<file path="config.mk">
export PLATFORM = sky130hd
export DESIGN_NAME = mem_bus_arbiter
export DESIGN_NICKNAME = d
export VERILOG_FILES = /design/src/rtl/mem_bus_pkg.sv /design/src/rtl/rr_arbiter_2.sv /design/src/rtl/mem_bus_arbiter.sv
export SDC_FILE = /design/constraint.sdc
export NUM_CORES = 1
export LEC_CHECK = 0
export CELL_PAD_IN_SITES_DETAIL_PLACEMENT = 0
export CELL_PAD_IN_SITES_GLOBAL_PLACEMENT = 2
export CORE_MARGIN = 1
export CORE_UTILIZATION = 24
export DETAILED_ROUTE_END_ITERATION = 8
export PLACE_DENSITY_LB_ADDON = 0.1
export SYNTH_ARGS = -nofsm -noshare
export SYNTH_HDL_FRONTEND = slang
export SYNTH_HIERARCHICAL = 1
export SYNTH_SLANG_ARGS = --single-unit
export TNS_END_PERCENT = 30
</file>
<file path="constraint.sdc">
create_clock -name clock -period 2.4 [get_ports clock]
set_clock_uncertainty 0.2 [all_clocks]
set_input_delay 0.36 -clock clock [delete_from_list [all_inputs] [get_ports clock]]
set_output_delay 0.36 -clock clock [all_outputs]
set_load 0.01 [all_outputs]
</file>
<file path="src/rtl/mem_bus_pkg.sv">
// -----------------------------------------------------------------------------
// mem_bus_pkg
// Shared types and constants for mem_bus_arbiter:
//   state_t    - arbiter FSM states
//   ERR_DATA   - read data returned to a master whose access timed out
//   bus_req_t  - one master request as seen by the arbiter (address, write
//                data, strobes, direction)
// The struct is sized for the widest supported bus. Instances whose ADDR_W or
// DATA_W are narrower zero-pad into it. ADDR_W must not exceed MAX_ADDR_W, and
// DATA_W must not exceed MAX_DATA_W.
// -----------------------------------------------------------------------------
package mem_bus_pkg;

    typedef enum logic [1:0] {
        IDLE  = 2'd0,
        READ  = 2'd1,
        WRITE = 2'd2,
        RESP  = 2'd3
    } state_t;

    localparam logic [31:0] ERR_DATA = 32'hDEAD_BEEF;

    localparam int MAX_ADDR_W = 64;
    localparam int MAX_DATA_W = 128;
    localparam int MAX_STRB_W = MAX_DATA_W / 8;

    typedef struct packed {
        logic [MAX_ADDR_W-1:0] addr;
        logic [MAX_DATA_W-1:0] wdata;
        logic [MAX_STRB_W-1:0] wstrb;
        logic                  is_write;
    } bus_req_t;

endpackage : mem_bus_pkg

</file>
<file path="src/rtl/rr_arbiter_2.sv">
// -----------------------------------------------------------------------------
// rr_arbiter_2
// Two-way round-robin pick. This block is purely combinational.
//   req[1:0]    in   request vector, bit N = master N
//   last_grant  in   index of the master granted most recently
//   grant[1:0]  out  one-hot grant; all zero when nothing requests
// On a tie, the master that was not granted last wins.
// -----------------------------------------------------------------------------
module rr_arbiter_2 (
    input  logic [1:0] req,
    input  logic       last_grant,
    output logic [1:0] grant
);

    always_comb begin
        // NOTE: assign a default first so that every path drives grant;
        // otherwise a latch is inferred.
        grant = 2'b00;
        case (req)
            2'b01:   grant = 2'b01;
            2'b10:   grant = 2'b10;
            2'b11:   grant = last_grant ? 2'b01 : 2'b10;
            default: grant = 2'b00;
        endcase
    end

endmodule : rr_arbiter_2

</file>
<file path="src/rtl/mem_bus_arbiter.sv">
// -----------------------------------------------------------------------------
// mem_bus_arbiter
// Shares one slave memory port between two masters.
// The arbiter serves one transaction at a time and uses round-robin on ties.
// A master that requests read and write together is served its read first.
//
// Ports
//   clock, resetn               clock and asynchronous active-low reset. The
//                               reset is expected to deassert synchronously
//                               to clock (it is synchronised upstream).
//   mN_ren/raddr                master N read request (held until response)
//   mN_rdata/rvalid             master N read data and one-cycle done pulse
//   mN_wen/waddr/wdata/wstrb    master N write request (held until response)
//   mN_wready                   master N one-cycle write-done pulse
//   mN_err                      set together with rvalid/wready on a timeout
//   s_ren/raddr, s_rdata/rvalid shared read port. Outputs are registered.
//   s_wen/waddr/wdata/wstrb     shared write port. Outputs are registered.
//   s_wready                    shared write response
//
// Timing
//   Cycle after a grant: s_ren or s_wen is high.
//   Cycle after s_rvalid or s_wready is sampled: RESP, with a one-cycle pulse
//   to the owner.
//   Cycle after RESP: IDLE.
//
// If TIMEOUT > 0 and TIMEOUT cycles pass with no response, the transaction
// ends. The owner then gets the done pulse with err set, and reads return
// ERR_DATA. A response that arrives in the same cycle as the timeout wins.
// -----------------------------------------------------------------------------
module mem_bus_arbiter
    import mem_bus_pkg::*;
#(
    parameter int ADDR_W  = 32,
    parameter int DATA_W  = 32,
    parameter int TIMEOUT = 255
) (
    input  logic                clock,
    input  logic                resetn,

    input  logic                m0_ren,
    input  logic [ADDR_W-1:0]   m0_raddr,
    output logic [DATA_W-1:0]   m0_rdata,
    output logic                m0_rvalid,
    input  logic                m0_wen,
    input  logic [ADDR_W-1:0]   m0_waddr,
    input  logic [DATA_W-1:0]   m0_wdata,
    input  logic [DATA_W/8-1:0] m0_wstrb,
    output logic                m0_wready,
    output logic                m0_err,

    input  logic                m1_ren,
    input  logic [ADDR_W-1:0]   m1_raddr,
    output logic [DATA_W-1:0]   m1_rdata,
    output logic                m1_rvalid,
    input  logic                m1_wen,
    input  logic [ADDR_W-1:0]   m1_waddr,
    input  logic [DATA_W-1:0]   m1_wdata,
    input  logic [DATA_W/8-1:0] m1_wstrb,
    output logic                m1_wready,
    output logic                m1_err,

    output logic                s_ren,
    output logic [ADDR_W-1:0]   s_raddr,
    input  logic [DATA_W-1:0]   s_rdata,
    input  logic                s_rvalid,
    output logic                s_wen,
    output logic [ADDR_W-1:0]   s_waddr,
    output logic [DATA_W-1:0]   s_wdata,
    output logic [DATA_W/8-1:0] s_wstrb,
    input  logic                s_wready
);

    localparam int STRB_W = DATA_W / 8;

    // The counter only has to reach TIMEOUT. With the timeout disabled, a
    // single idle bit keeps the declarations legal.
    localparam int              CNT_W    = (TIMEOUT > 0) ? $clog2(TIMEOUT + 1) : 1;
    localparam bit              TMO_EN   = (TIMEOUT > 0);
    localparam logic [CNT_W-1:0] TMO_MAX  = CNT_W'(TIMEOUT);
    localparam logic [CNT_W-1:0] TMO_LAST = CNT_W'((TIMEOUT > 0) ? TIMEOUT - 1 : 0);

    state_t           state;
    state_t           state_next;
    logic             owner;
    logic             last_grant;
    logic [CNT_W-1:0] tmo_cnt;
    logic [1:0]       want;
    logic [1:0]       grant;
    bus_req_t         sel_req;
    logic             do_grant;
    logic             do_finish;
    logic             finish_err;
    logic             tmo_hit;
    logic [DATA_W-1:0] rsp_data;

    // A master competes while it holds either request.
    // Inside that master, the read is served first.
    assign want = {m1_ren | m1_wen, m0_ren | m0_wen};

    rr_arbiter_2 u_rr (
        .req        (want),
        .last_grant (last_grant),
        .grant      (grant)
    );

    // Request of the winning master, packed into the common struct.
    always_comb begin
        sel_req = '0;
        if (grant[1]) begin
            sel_req.is_write = !m1_ren;
            sel_req.addr     = m1_ren ? MAX_ADDR_W'(m1_raddr) : MAX_ADDR_W'(m1_waddr);
            sel_req.wdata    = MAX_DATA_W'(m1_wdata);
            sel_req.wstrb    = MAX_STRB_W'(m1_wstrb);
        end else begin
            sel_req.is_write = !m0_ren;
            sel_req.addr     = m0_ren ? MAX_ADDR_W'(m0_raddr) : MAX_ADDR_W'(m0_waddr);
            sel_req.wdata    = MAX_DATA_W'(m0_wdata);
            sel_req.wstrb    = MAX_STRB_W'(m0_wstrb);
        end
    end

    // The padding bits of the struct above the bus widths are always zero.
    logic unused_req_bits;
    assign unused_req_bits = ^sel_req;

    // The counter holds the number of cycles already spent in READ or WRITE.
    // On the edge that ends cycle TIMEOUT, the timeout fires.
    assign tmo_hit  = TMO_EN && (tmo_cnt == TMO_LAST);
    assign rsp_data = finish_err ? DATA_W'(ERR_DATA) : s_rdata;

    // ---------------------------------------------------------------------
    // FSM: state register
    // ---------------------------------------------------------------------
    always_ff @(posedge clock or negedge resetn) begin
        if (!resetn) begin
            state <= IDLE;
        end else begin
            // NOTE: sequential state uses non-blocking assignments, so every
            // flop samples values from before the edge.
            state <= state_next;
        end
    end

    // ---------------------------------------------------------------------
    // FSM: next state and control strobes for the datapath
    // ---------------------------------------------------------------------
    always_comb begin
        state_next = state;
        do_grant   = 1'b0;
        do_finish  = 1'b0;
        finish_err = 1'b0;
        unique case (state)
            IDLE: begin
                if (|grant) begin
                    do_grant   = 1'b1;
                    state_next = sel_req.is_write ? WRITE : READ;
                end
            end
            READ: begin
                if (s_rvalid) begin
                    do_finish  = 1'b1;
                    state_next = RESP;
                end else if (tmo_hit) begin
                    do_finish  = 1'b1;
                    finish_err = 1'b1;
                    state_next = RESP;
                end
            end
            WRITE: begin
                if (s_wready) begin
                    do_finish  = 1'b1;
                    state_next = RESP;
                end else if (tmo_hit) begin
                    do_finish  = 1'b1;
                    finish_err = 1'b1;
                    state_next = RESP;
                end
            end
            // The owner drops its request during the next IDLE cycle. For
            // that reason RESP never grants.
            RESP:    state_next = IDLE;
            default: state_next = IDLE;
        endcase
    end

    // ---------------------------------------------------------------------
    // Datapath: grant bookkeeping, shared-port registers, master responses
    // ---------------------------------------------------------------------
    always_ff @(posedge clock or negedge resetn) begin
        if (!resetn) begin
            owner      <= 1'b0;
            last_grant <= 1'b1;
            tmo_cnt    <= '0;
            s_ren      <= 1'b0;
            s_raddr    <= '0;
            s_wen      <= 1'b0;
            s_waddr    <= '0;
            s_wdata    <= '0;
            s_wstrb    <= '0;
            m0_rdata   <= '0;
            m0_rvalid  <= 1'b0;
            m0_wready  <= 1'b0;
            m0_err     <= 1'b0;
            m1_rdata   <= '0;
            m1_rvalid  <= 1'b0;
            m1_wready  <= 1'b0;
            m1_err     <= 1'b0;
        end else begin
            // Pulses are set only on the edge into RESP.
            // That makes each pulse exactly one cycle long.
            m0_rvalid <= 1'b0;
            m0_wready <= 1'b0;
            m0_err    <= 1'b0;
            m1_rvalid <= 1'b0;
            m1_wready <= 1'b0;
            m1_err    <= 1'b0;

            if (do_grant) begin
                owner      <= grant[1];
                last_grant <= grant[1];
                tmo_cnt    <= '0;
                s_ren      <= !sel_req.is_write;
                s_wen      <= sel_req.is_write;
                if (sel_req.is_write) begin
                    s_waddr <= sel_req.addr[ADDR_W-1:0];
                    s_wdata <= sel_req.wdata[DATA_W-1:0];
                    s_wstrb <= sel_req.wstrb[STRB_W-1:0];
                end else begin
                    s_raddr <= sel_req.addr[ADDR_W-1:0];
                end
            end else if ((state == READ || state == WRITE) && TMO_EN && tmo_cnt != TMO_MAX) begin
                tmo_cnt <= tmo_cnt + CNT_W'(1);
            end

            if (do_finish) begin
                s_ren <= 1'b0;
                s_wen <= 1'b0;
                if (state == READ) begin
                    if (owner) begin
                        m1_rvalid <= 1'b1;
                        m1_err    <= finish_err;
                        m1_rdata  <= rsp_data;
                    end else begin
                        m0_rvalid <= 1'b1;
                        m0_err    <= finish_err;
                        m0_rdata  <= rsp_data;
                    end
                end else begin
                    if (owner) begin
                        m1_wready <= 1'b1;
                        m1_err    <= finish_err;
                    end else begin
                        m0_wready <= 1'b1;
                        m0_err    <= finish_err;
                    end
                end
            end
        end
    end

endmodule : mem_bus_arbiter

</file>
==> flow_summary.ini <==
[synthesis]
synth_top_area_share_pct = 52.49
synthCells = 818
async_flop_share_pct = 100.0
yosysUniqueCellTypes = 56
synth.cell_area_um2 = 8725
syn_avg_cell_area_um2 = 10.67
synth.most_common_cell = dfrtp_1
seq_area_frac_synth_pct = 52.79
ys_top_cells_by_area = dfrtp_1, mux2i_1, o21ai_0
synth_nets = 1063
ys_ff_latch = 184
yosys.area.top_type = dfrtp_1
ys_warn_count = 6
synth_common_cells = dfrtp_1, nand2_1, o21ai_0
synth_edf_count = 0
synth_ff_type = dfrtp_1

[layout]
nets = 1476
fin_util_pct = 39.60
fillerInstances = 3590
regArea_um2 = 4606
drive_gt1_share_pct = 12.22
insertedDiodeCount = 0
area_delta_synth_final_pct = 61.84
multi_input_area_um2 = 3679
final_cells = 1705

[die]
die_w_um = 192.7
fp-row-count = 69
die_height_um = 192.7
die_area_um2 = 37120
io_pins = 412
coreArea_um2 = 35660
initial_core_util_pct = 24.47

[cts]
postCtsResizedCells = 0
cts_tree = built
htreeDepth = 4
clock_path_buffers = 2
worstSkewPairLatency_ns = 0.44
cts_setup_buffers = 0
numCtsBuffers = 17
cts.clk_slew.worst_paths_ns = 0.07
clock_sinks = 184
clockRootBuffer = clkbuf_16

[sta]
hold_violations = 0
setup-violations-final = 0
max_slew_margin_pct = 54.30
holdWs_ns = 0.2513
timing.final.crit_share_pct = 94.15
rsz0062_at_grt = no
worstMarginPinSlew_ns = 0.6854
fmax_mhz = 442.6
period_needed_ns = 2.260
final_max_slew_viol_count = 0

[route]
num_vias = 7592
routed.top_layer = met4
wl_per_cell_um = 18.74
drc = 35
drtPass1Iterations = 6
met3WireLength_um = 2575
routed_via_density = 4.453
dr_wl_met2_um = 16080
drt-total-wl_um = 31950
m1WireLength_um = 12980
drtIter0Drc = 301
ant_nets = 0

[worst_setup_path]
required_ns = 2.52
reg2reg_to = m0_rdata[9]$_DFFE_PN0P_
arrival_ns = 2.38
criticalPathCategory = flop to flop
critPathMaxFanout = 32
worst_setup_path_start_kind = flop
crit_path_end_kind = flop
r2r_cells = 7
r2r-start = state[1]$_DFFE_PN0P_
reg2reg_slack_ns = 0.14

[flow_run]
cap_violations = 0

[outcome]
violations = design-rule violations
outcome = finished with violations

[power]
ir_worst_vdd_v = 0.0004650
power.leakage_nw = 5.907
p_per_area_nw_per_um2 = 1117

[grt]
grt_usage_pct = 17.17
grt_max_degree = 79
grt_pass1_wl_um = 47100
overflow = 0
grt_pass1_vias = 7820
grt_antenna_before_repair = 0

[placed_design]
place.gp.congestion = 0.7466
dp.cells = 1672
dp_hpwl_um = 24520
portBuffers = 411

[min_path]
hp-class = input port to asynchronous set/reset pin
==> stage by stage <==
stage	instance area [um^2]	TNS (ns)	power (mW)	setup slack [ns]
2_1_floorplan	8758	0	8.818	0.008636
5_1_grt	14120	0	16.88	0.03550
3_5_place_dp	13550	-12.78	13.21	-0.2054
4_1_cts	14120	0	16.07	0.1285
6_report	14120	0	15.77	0.1404
3_3_place_gp	13550	-10.43	13.18	-0.1702
==> cells in the final DEF (no fill, tap or decap), types with 3 or more instances in the layout <==
cell,instances
a21oi_1,37
a2bb2oi_1,5
a2bb2oi_2,19
a32o_1,8
buf_12,10
buf_4,40
clkbuf_16,17
clkbuf_8,3
clkdlybuf4s50_1,408
dfrtp_1,183
ha_1,5
inv_1,17
inv_6,6
inv_8,3
mux2_2,32
mux2i_1,69
nand2_1,113
nand3_1,10
nor2_1,61
nor2b_1,3
nor3_1,5
nor4_1,6
o211ai_1,3
o21ai_0,104
o22ai_1,8
o32a_1,24
or2_2,3
==> sequential cells by signal (all words and copies together) (netlist names) <==
register	cells
m0_rdata	32
m1_rdata	32
s_raddr	32
s_waddr	32
s_wdata	32
tmo_cnt	8
s_wstrb	4
state	2
last_grant	1
m0_err	1
m0_rvalid	1
m0_wready	1
m1_err	1
m1_rvalid	1
m1_wready	1
owner	1
s_ren	1
s_wen	1
==> power by group <==
group / switching, mW / internal [mW] / total (mW)
combinational: 3.77 / 4.04 / 7.81
sequential: 0.777 / 4.41 / 5.19
clock: 1.35 / 1.42 / 2.77
total: 5.90 / 9.87 / 15.8
==> cell families after synthesis <==
kind of cell               Yosys count  share of synthesized area (%)
AOI/OAI and AO/OA                  224                          17.84
adders and majority gates            5                         0.7171
and+or+nand+nor                    213                          10.48
buffers and inverters               87                          5.636
muxes                              103                          12.33
xor gates and xnor gates             2                         0.2008
DFF                                184                          52.79
==> area by class of cell <==
class | count | area share [%]
Timing Repair Buffer | 462 | 32.71
Clock inverter | 12 | 0.7444
Multi-Input combinational cell | 547 | 26.05
Inverter | 19 | 0.5583
Clock buffer | 20 | 3.234
Tap cell | 461 | 4.085
Sequential cell | 184 | 32.62
==> routing by layer <==
layer / up-vias / global-route usage, %
met2: 242 / 29.31
met4: 0 / 4.300
met1: 3612 / 20.56
li1: 3723 / -
met5: - / 0
met3: 15 / 5.765
==> critical path, cell delays in order (launching register included) <==
cell     delay [ns]
dfrtp_1        0.41
inv_1          0.08
ha_1           0.31
inv_1          0.15
nor3_1         0.35
mux2i_4        0.13
buf_12         0.19
o32a_1         0.30
==> worst max path at each step <==
stage                         startpoint                        to  cells after the start
floorplan                         m0_ren   s_waddr[23]$_DFFE_PN0P_                     12
global placement                  m0_wen   s_waddr[29]$_DFFE_PN0P_                      8
detailed placement                m0_wen   s_waddr[29]$_DFFE_PN0P_                      8
CTS                 state[1]$_DFFE_PN0P_   m0_rdata[9]$_DFFE_PN0P_                      7
global route        state[1]$_DFFE_PN0P_  m0_rdata[15]$_DFFE_PN0P_                      7
finish              state[1]$_DFFE_PN0P_   m0_rdata[9]$_DFFE_PN0P_                      7
==> repair_timing <==
| item | in CTS | in global routing |
|---|---|---|
| hold buffers | 1 | 0 |
| hold endpoints to repair | 41 | 0 |
| endpoints found under the setup margin | 0 | 0 |
No activity file was read; power rests on OpenSTA's default activity.
